**src/rtl/hazard_fwd_unit.sv**
```systemverilog
// hazard_fwd_unit
//   Hazard and forwarding controller for an in-order pipeline with DEPTH
//   post-ID stages. A shadow scoreboard follows every in-flight destination
//   write and decides, for each ID source, whether to stall, forward or use
//   the register-file value.
//   Build option: define HAZ_FWD_EN to enable operand forwarding from
//   stage_res. Without it, Vj/Vk always come from the register file and any
//   in-flight producer stalls the consumer.
module hazard_fwd_unit #(
    parameter int unsigned XLEN       = 32,
    parameter int unsigned AW         = 5,
    parameter int unsigned DEPTH      = 3,
    parameter int unsigned LOAD_READY = 2,
    parameter int unsigned CNT_W      = 16
) (
    input  logic                  clk,
    input  logic                  reset,
    input  logic                  id_valid,
    input  logic [AW-1:0]         id_ra1,
    input  logic [AW-1:0]         id_ra2,
    input  logic                  id_use1,
    input  logic                  id_use2,
    input  logic                  id_we3,
    input  logic [AW-1:0]         id_wa3,
    input  logic                  id_is_load,
    input  logic [XLEN-1:0]       rd1,
    input  logic [XLEN-1:0]       rd2,
    input  logic [DEPTH*XLEN-1:0] stage_res,
    input  logic                  is_branched,
    output logic                  stall,
    output logic                  flush,
    output logic [XLEN-1:0]       Vj,
    output logic [XLEN-1:0]       Vk,
    output logic [CNT_W-1:0]      stall_cnt,
    output logic [CNT_W-1:0]      flush_cnt
);

    typedef struct packed {
        logic          v;
        logic          we;
        logic [AW-1:0] wa;
        logic          ld;
    } sb_entry_t;

    sb_entry_t [DEPTH-1:0] sb_q, sb_d;
    logic [CNT_W-1:0]      stall_cnt_q, stall_cnt_d;
    logic [CNT_W-1:0]      flush_cnt_q, flush_cnt_d;

    logic [1:0]            hit;
    logic [1:0]            early;
    logic [1:0]            unres;
    logic [XLEN-1:0]       fwd1, fwd2;

    // Source match search: walk oldest to youngest so the youngest producer wins
    always_comb begin
        hit   = '0;
        early = '0;
        fwd1  = rd1;
        fwd2  = rd2;
        for (int unsigned i = 0; i < DEPTH; i++) begin
            if (sb_q[DEPTH-1-i].v && sb_q[DEPTH-1-i].we) begin
                if (id_use1 && (id_ra1 != '0) && (sb_q[DEPTH-1-i].wa == id_ra1)) begin
                    hit[0]   = 1'b1;
                    early[0] = sb_q[DEPTH-1-i].ld && ((DEPTH-1-i) < LOAD_READY);
                    fwd1     = stage_res[(DEPTH-1-i)*XLEN +: XLEN];
                end
                if (id_use2 && (id_ra2 != '0) && (sb_q[DEPTH-1-i].wa == id_ra2)) begin
                    hit[1]   = 1'b1;
                    early[1] = sb_q[DEPTH-1-i].ld && ((DEPTH-1-i) < LOAD_READY);
                    fwd2     = stage_res[(DEPTH-1-i)*XLEN +: XLEN];
                end
            end
        end
    end

`ifdef HAZ_FWD_EN
    // Only a load still short of LOAD_READY blocks; everything else forwards
    assign unres = early;
    assign Vj    = fwd1;
    assign Vk    = fwd2;

    logic unused_hit;
    assign unused_hit = ^hit;
`else
    // Any in-flight producer, including WB, blocks until the register file has it
    assign unres = hit;
    assign Vj    = rd1;
    assign Vk    = rd2;

    logic unused_nofwd;
    assign unused_nofwd = ^{fwd1, fwd2, early};
`endif

    assign flush     = is_branched;
    assign stall     = id_valid & ~is_branched & (|unres);
    assign stall_cnt = stall_cnt_q;
    assign flush_cnt = flush_cnt_q;

    // Scoreboard shift and saturating event counters, next state
    always_comb begin
        sb_d    = '0;
        if (id_valid && !stall && !flush) begin
            sb_d[0] = '{v: 1'b1, we: id_we3, wa: id_wa3, ld: id_is_load};
        end
        for (int unsigned k = 1; k < DEPTH; k++) begin
            sb_d[k] = sb_q[k-1];
        end
        stall_cnt_d = stall_cnt_q;
        if (stall && (stall_cnt_q != '1)) begin
            stall_cnt_d = stall_cnt_q + CNT_W'(1);
        end
        flush_cnt_d = flush_cnt_q;
        if (flush && (flush_cnt_q != '1)) begin
            flush_cnt_d = flush_cnt_q + CNT_W'(1);
        end
    end

    // State registers with synchronous active-low reset
    always_ff @(posedge clk) begin
        if (!reset) begin
            sb_q        <= '0;
            stall_cnt_q <= '0;
            flush_cnt_q <= '0;
        end else begin
            sb_q        <= sb_d;
            stall_cnt_q <= stall_cnt_d;
            flush_cnt_q <= flush_cnt_d;
        end
    end

endmodule

```
**config.mk**
```make
export PLATFORM = sky130hd
export DESIGN_NAME = hazard_fwd_unit
export DESIGN_NICKNAME = d
export VERILOG_FILES = /design/src/rtl/hazard_fwd_unit.sv
export SDC_FILE = /design/constraint.sdc
export NUM_CORES = 1
export LEC_CHECK = 0
export ABC_AREA = 1
export BUFFER_PORTS_ARGS = -buffer_cell sky130_fd_sc_hd__buf_2
export CAP_MARGIN = 10
export CORE_AREA = 2 2 110 112
export CTS_BUF_LIST = sky130_fd_sc_hd__clkbuf_4 sky130_fd_sc_hd__clkbuf_8
export DETAILED_ROUTE_END_ITERATION = 10
export DIE_AREA = 0 0 112 114
export GPL_ROUTABILITY_DRIVEN = 0
export PLACE_DENSITY = 0.71
export SYNTH_ARGS = -nofsm -noshare
export SYNTH_HDL_FRONTEND = slang
export SYNTH_SLANG_ARGS = --single-unit
```
**constraint.sdc**
```tcl
create_clock -name clk -period 2.3 [get_ports clk]
set_input_delay 0.46 -clock clk [delete_from_list [all_inputs] [get_ports clk]]
set_output_delay 0.46 -clock clk [all_outputs]
set_load 0.005 [all_outputs]
```
; Word level (Yosys, flattened, before mapping)
; Index checks and enable logic that the tools add are counted.
[word_totals]
reg_bits = 53
output_inout_bits = 98
wordCells = 55
in_bits = 183
[classes]
n_bitwise = 3
add_sub_neg = 2
n_eq_ne = 8
n_reduce_logical = 21
muxes = 10
[op_table]
columns = operator, n
row1 = 16-bit by 1-bit adder with 16-bit output (second input constant), 2
row2 = 16-bit inequality test (second input constant), 2
row3 = 5-bit == test, 6
row4 = 1-bit logical AND, 15
row5 = 5-bit nonzero test, 2
row6 = 8-bit 2-to-1 mux, 1
row7 = 1-bit 2-to-1 mux, 6
row8 = 2-bit 2-to-1 mux, 3
row9 = 1-bit AND, 2
row10 = 1-bit zero test, 2
row11 = 2-bit AND reduction, 1
row12 = 2-bit OR reduction, 1
row13 = 1-bit inverter, 1

; Depth between registers and ports, before layout
; Gate-level depths: netlist of the first run.
[logic_depth]
word_depth = 15
depth_mapped = 12
mapped_depth_nobuf = 12

; Worst setup path before layout of the first run
; OpenSTA, ideal clock, no wires.
[synth_timing]
kind = input -> output
from = in id_ra1[1]
to = out stall
slack_ps = 472
path_stages = 10
arrival_ps = 1368
required_ps = 1840
path_buffers = 1
path_cell_list = inv_1 -> nor2_1 -> a21oi_1 -> nand3_1 -> nand3_1 -> nand2_1 -> nand2_2 -> buf_2 -> nand2_1 -> inv_1
[synth_between]
elab_chain_len = 11
elab_cells_between_ends = 16
classes_between = eq/ne (3) / mux (6) / bitwise (1) / reduce/logical (6)
[synth_lines]
columns = element, line_no
row1 = start: declaration, 19  ; input logic [AW-1:0] id_ra1,
row2 = 5-bit nonzero test, 62  ; if (id_use1 && (id_ra1 != '0) && (sb_q[DEPTH-1-i].wa == id_ra1)) begin
row3 = 1-bit logical AND (2 in a row), 62
row4 = 1-bit 2-to-1 mux, 62
row5 = 2-bit 2-to-1 mux, 61  ; if (sb_q[DEPTH-1-i].v && sb_q[DEPTH-1-i].we) begin
row6 = 1-bit 2-to-1 mux, 62
row7 = 2-bit 2-to-1 mux, 61
row8 = 1-bit 2-to-1 mux, 62
row9 = 2-bit 2-to-1 mux (*), 61
row10 = 2-bit OR reduction (*), 95  ; assign stall = id_valid & ~is_branched & (|unres);
row11 = 1-bit AND (*), 95
row12 = end: declaration, 30  ; output logic stall,
; Every way passes the cells marked *; elsewhere a longest branch is shown, timed or not.

; Worst setup path after layout of the first run
[layout_timing]
from = reg sb_q (netlist bit sb_d[12])
to = out stall
[layout_between]
elab_chain_len = 6
elab_cells_between_ends = 9
classes_between = eq/ne (2) / mux (3) / bitwise (1) / reduce/logical (3)
[layout_lines]
columns = element, line_no
row1 = start: declaration, 45  ; sb_entry_t [DEPTH-1:0] sb_q, sb_d;
row2 = start signal: assignment, 121  ; sb_q <= '0;
row3 = start signal: assignment, 125  ; sb_q <= sb_d;
row4 = "5-bit == test, on equally long branches", "62, 67"
row5 = "1-bit logical AND, on equally long branches", "62, 67"
row6 = "1-bit 2-to-1 mux, on equally long branches", "62, 67"
row7 = 2-bit 2-to-1 mux (*), 61
row8 = 2-bit OR reduction (*), 95
row9 = 1-bit AND (*), 95
; Marked as above.

==> impl_metrics.tcl, run 1 <==
set metrics [dict create \
    status "completed" \
    crit_chain "inv_1 > o21ai_0 > nor2_1 > nand3_1 > nand3_1 > nand2_1 > nand2_2 > nand2_1 > inv_1 > buf_2" \
    path_clk_slew_ns 0.09 \
    synth.most_common_cell "nand2_1" \
    grt_util_all_layers_pct 11.7 \
    ant_nets 0 \
    ios 281 \
    synth_compound_area_share_pct 7.27 \
    synthSimpleGateAreaFrac_pct 33.6 \
    fin_tns_setup_ns 0 \
    chipWidth_um 112 \
    drtIter0Drc 136 \
    path_class "flop to output port" \
    die_h_um 114 \
    synth_area_leaders "dfxtp_1, nand2_1, buf_4" \
    synth_enable_flop_cells 0 \
    max_stage_delay_ns 0.42 \
    tritoncts "built" \
    worst_slew_pin_slew_ns 0.438 \
    clk_latency_ns 0.31 \
    fin_skew_ns 0.0163 \
    diodes 0 \
    rsz0062_at_grt "no" \
    synth-xor-area-share_pct 3.55 \
    p_seq_share_pct 58.4 \
    p_sw_share_pct 25.2 \
    clock_sinks 53 \
    combinationalPowerShare_pct 8.0 \
    ys_seq_area_share_pct 30.7 \
    routed_via_density 4.48 \
    min_period_ns 2.09 \
    nets 709 \
    cp_max_fo 4 \
    grt_pass1_vias 2711 \
    io_buffers 55 \
    cts_made_buffers 5 \
    grt_max_degree 18 \
    synth_cell_types 31 \
    relSlewSlack_pct 70.6 \
    met1_length_um 3400 \
    synthMuxAreaShare_pct 0 \
    start_kind "flop" \
    setup_viol 0 \
    wl_per_cell_um 11.1 \
    core_um2 11700 \
    ctsHoldBuffers 0 \
    critPathRequiredTime_ns 1.84 \
    finalMaxSlewViolations 0 \
    dieArea_um2 12800 \
    pwr-share-clk_pct 33.6 \
    ctsResizeCount 0 \
    num_rows 40 \
    intPower_w 0.00120 \
    p_sw_w 0.000405 \
    drc 0 \
    hpwlAfterDp_um 5720 \
    reg2reg_depth 8 \
    synth_top_cell_area_share_pct 30.7 \
    fin_ws_ns 0.211 \
    synth.avg_cell_area_um2 6.51 \
    clockBufferDepth 2 \
    max_freq_ghz 0.479 \
    cts-root-buf "clkbuf_8" \
    grt_pass1_wl_um 12500 \
    ys_async_sr_fraction_pct 0 \
    synth_top_family_by_area "simple AND/OR/NAND/NOR gates" \
    p_per_area_nw_per_um2 458 \
    synth_nets 716 \
    synth_area_um2 3460 \
    ys_warn_count 0 \
    synth_cells 531 \
    cp_slowest_cell "dfxtp_1" \
    start_util_pct 29.5 \
    first_pass_iters 4 \
    wl_met2_um 3470 \
    antenna_found_initial 0 \
    hold_depth 3 \
    post-cts-setup-buffers 0 \
    maxCapViolCount 0 \
    htreeDepth 2 \
    grt_overflow 0 \
    synth_top_cell_by_area "dfxtp_1" \
    areaGrowthSynthToFinish_pct 1.41 \
    finalHoldViolations 0 \
    ys_ff_latch 53 \
    dpl_worst_slack_ns 0.232 \
    crit_path_end_kind "output port" \
    post-route-period-util_pct 90.8 \
    yosys-top-cells-count "nand2_1, inv_1, buf_4" \
    synthAdderAreaFrac_pct 0.724 \
    leakagePower_nw 1.70 \
    synth_ff_type "dfxtp_1" \
    drive_above_1_share_pct 15.8 \
    wl_met3_um 449 \
    worstPathArrival_ns 1.63 \
    peakVddDrop_v 0.000204 \
    wl_um 7440 \
    vias 3010 \
    highest_layer "met4" \
    hold_class "input port to flop" \
]
[power groups by stage]
stage	Sequential (W)	Clock (W)	Combinational, W
detailed placement	0.000959	0	0.000129
global placement	0.000958	0	0.000128
CTS	0.000937	0.000567	0.000129
finish	0.000937	0.000540	0.000128
floorplan	0.000957	0	0.000166
global route	0.000939	0.000601	0.000148
[kinds of logic after synthesis]
group,count (synthesis)
AND/OR/NAND/NOR,265
buffers and inverters,154
flip-flops,53
AO/OA/AOI/OAI,43
XOR/XNOR,14
adder cells (fa/ha/maj),2
[critical path: cells and delay by family (launching register included)]
| family | cells | cell delay, ns |
|---|---|---|
| compound gates | 1 | 0.15 |
| buf+inv | 3 | 0.24 |
| flops | 1 | 0.42 |
| simple gates | 6 | 0.54 |
[sequential cells by signal, indices dropped and copies added, names as in the netlist]
register   flops
flush_cnt     16
sb_d          14
sb_q           7
stall_cnt     16
[per-stage QoR]
stage	hold slack (ns)	cell area [µm²]	power [W]	util [%]	std cells
after floorplan	0.407	3460	0.00112	-	531
after global placement	0.411	3410	0.00109	29.2	664
after detailed placement	0.417	3410	0.00109	29.2	664
after CTS	0.353	3510	0.00163	29.9	672
after global routing	0.368	3510	0.00169	29.9	672
final	0.368	3510	0.00161	29.9	672
[area by class of cell]
class / count / area (µm²)
Tap cell: 147 / 184
Sequential cell: 53 / 1060
Clock inverter: 2 / 15.0
Inverter: 81 / 304
Clock buffer: 6 / 76.3
Timing Repair Buffer: 59 / 305
Fill cell: 1352 / 8210
Multi-Input combinational cell: 324 / 1560
[placed cells by master, fill, tap and decap left out]
| cell | count |
|---|---|
| clkbuf_8 | 5 |
| buf_2 | 55 |
| nand3b_1 | 1 |
| clkinvlp_4 | 2 |
| a21oi_2 | 7 |
| dfxtp_1 | 53 |
| nand4_1 | 20 |
| o21a_1 | 1 |
| ha_1 | 2 |
| nand2_2 | 2 |
| nor3_1 | 12 |
| buf_4 | 4 |
| clkinv_1 | 1 |
| xnor2_1 | 3 |
| nor4_1 | 2 |
| nor3_4 | 1 |
| nor3b_1 | 1 |
| inv_2 | 2 |
| xor2_1 | 11 |
| nor4_2 | 1 |
| o21ai_0 | 16 |
| o21bai_1 | 1 |
| o211a_1 | 1 |
| clkbuf_4 | 1 |
| nand2_1 | 137 |
| nand3_4 | 1 |
| nand2b_4 | 1 |
| nand3_1 | 26 |
| nor2_1 | 59 |
| inv_1 | 78 |
| a21oi_1 | 17 |
| nor3_2 | 1 |
[path summary, 6_finish.rpt]
path              slack [ns]                          to                      start
setup / recovery        0.21                       stall        sb_d[12]$_SDFF_PN0_
hold / removal          0.37         sb_d[12]$_SDFF_PN0_                  id_wa3[3]
setup reg to reg        0.33  stall_cnt[11]$_SDFFE_PN0P_  stall_cnt[0]$_SDFFE_PN0P_
hold reg to reg         0.42         sb_d[23]$_SDFF_PN0_        sb_d[15]$_SDFF_PN0_
[per-layer routing]
layer  track usage [%]  vias up
li1                  -     1578
met1              14.8     1338
met2              19.5       85
met3              3.13        9
met4              3.82        0
met5                 0        -
Note: power is estimated with default switching activity, not from simulation.
==> inputs of run 2 (changes only) <==
- SLEW_MARGIN: unset -> 20
- clock period: 2.3 -> 2 ns (I/O delays scaled with it)
==> impl_metrics.tcl, run 2 (synthesized netlist as in run 1, its figures left out) <==
set metrics [dict create \
    status "completed" \
    peakVddDrop_v 0.000215 \
    dp_cells 668 \
    path_class "flop to output port" \
    tritoncts "built" \
    grt_util_all_layers_pct 11.9 \
    grt_overflow 0 \
    first_pass_iters 4 \
    start_util_pct 29.5 \
    p_per_area_nw_per_um2 535 \
    leakagePower_nw 1.77 \
    nets 716 \
    finalHoldViolations 0 \
    place_area_um2 3460 \
    crit_path_end_kind "output port" \
    maxCapViolCount 0 \
    htreeDepth 2 \
    finalPower_w 0.00194 \
    start_kind "flop" \
    critPathRequiredTime_ns 1.60 \
    grt_max_degree 18 \
    fillCellCount 1341 \
    core_um2 11700 \
    areaGrowthSynthToFinish_pct 5.10 \
    chipWidth_um 112 \
    fin_cells 678 \
    clockBufferDepth 2 \
    final_cell_mix "nand2_1, inv_1, nor2_1" \
    antenna_found_initial 0 \
    io_buffers 55 \
    drtIter0Drc 103 \
    final_common_cell "nand2_1" \
    cts_made_buffers 5 \
    die_h_um 114 \
    finalMaxSlewViolations 0 \
    dieArea_um2 12800 \
    num_rows 40 \
    max_freq_ghz 0.512 \
    cp_max_fo 2 \
    hold_class "input port to flop" \
    ant_nets 0 \
    worst_slew_pin_slew_ns 0.434 \
    relSlewSlack_pct 70.9 \
    grt_pass1_wl_um 12700 \
    post-route-period-util_pct 97.6 \
    fin_skew_ns 0.0129 \
    ctsHoldBuffers 0 \
    drc 0 \
    drive_above_1_share_pct 21.5 \
    clock_sinks 53 \
    final_area_um2 3630 \
    path_clk_slew_ns 0.08 \
    ios 281 \
    diodes 0 \
    wl_per_cell_um 11.4 \
    wl_um 7720 \
    clk_latency_ns 0.31 \
    cts-root-buf "clkbuf_8" \
    routed_via_density 4.48 \
    worstPathArrival_ns 1.55 \
    min_period_ns 1.95 \
    rsz0062_at_grt "yes" \
    setup_viol 0 \
    grt_pass1_vias 2724 \
    hpwlAfterDp_um 5760 \
    holdWs_ns 0.316 \
    vias 3040 \
    fin_tns_setup_ns 0 \
]
## run 2: cell count changes in the layout (fill, tap and decap cells not counted), sizes merged
cell | before | now
clkinvlp | 2 | 0
buf | 59 | 65
bufinv | 0 | 1
nand3 | 27 | 28
clkbuf | 6 | 5
clkinv | 1 | 2
## run 2: worst paths after layout
path                             startpoint                   endpoint  slack, ns  cells past startpoint
hold / removal                    id_wa3[1]        sb_d[10]$_SDFF_PN0_       0.32                      3
setup / recovery        sb_q[18]$_SDFF_PN0_                      stall       0.05                     11
setup reg to reg  stall_cnt[0]$_SDFFE_PN0P_  stall_cnt[3]$_SDFFE_PN0P_       0.16                      8
hold reg to reg         sb_d[23]$_SDFF_PN0_        sb_q[23]$_SDFF_PN0_       0.43                      2
## run 2: power breakdown
part / leakage [nW] / switching [W] / total, W / internal, W
logic: 1.28 / 0.0000997 / 0.000156 / 0.0000561
registers: 0.435 / 0.0000105 / 0.00108 / 0.00107
clock network: 0.0540 / 0.000347 / 0.000711 / 0.000365
## run 2: repair_timing
action	CTS	global route
gates cloned	0	1
gates resized for setup	9	19
setup endpoints to repair	1	19
pin swaps	1	9
setup buffers	1	1
## run 2: layer usage
layer	share of wire [%]	global-route usage (%)	wire [µm]	vias to the layer above
met5	0	0	0	-
met4	1.1	3.50	87	0
met3	5.6	3.03	435	8
met2	46	19.6	3580	92
met1	47	15.6	3620	1355
li1	-	-	-	1585
## run 2: area by class of cell
class                   instances  area, µm²  share of cell area (%)
clock inverters                 2       35.0                   0.964
multi-input cells             325       1600                    44.0
well taps                     147        184                    5.06
clock buffers                   5       68.8                    1.89
inverters                      81        304                    8.37
repair buffers                 65        363                    9.99
flip-flops and latches         53       1080                    29.8
## run 2: metrics by stage
step	setup slack [ns]	util, %
final	0.0471	31.0
after floorplan	0.292	-
after global routing	-0.0608	31.0
after global placement	0.0942	29.5
after CTS	0.0138	30.6
after detailed placement	0.0602	29.5
## run 2: critical path: stages, from the launching register on
cell	delay, ns
dfxtp_2	0.33
buf_4	0.13
nand2_2	0.05
nand2_1	0.05
nor2_2	0.10
nand3_1	0.10
nand3_1	0.10
nand2_2	0.08
nand2_2	0.09
nand2_2	0.06
inv_1	0.05
buf_2	0.10
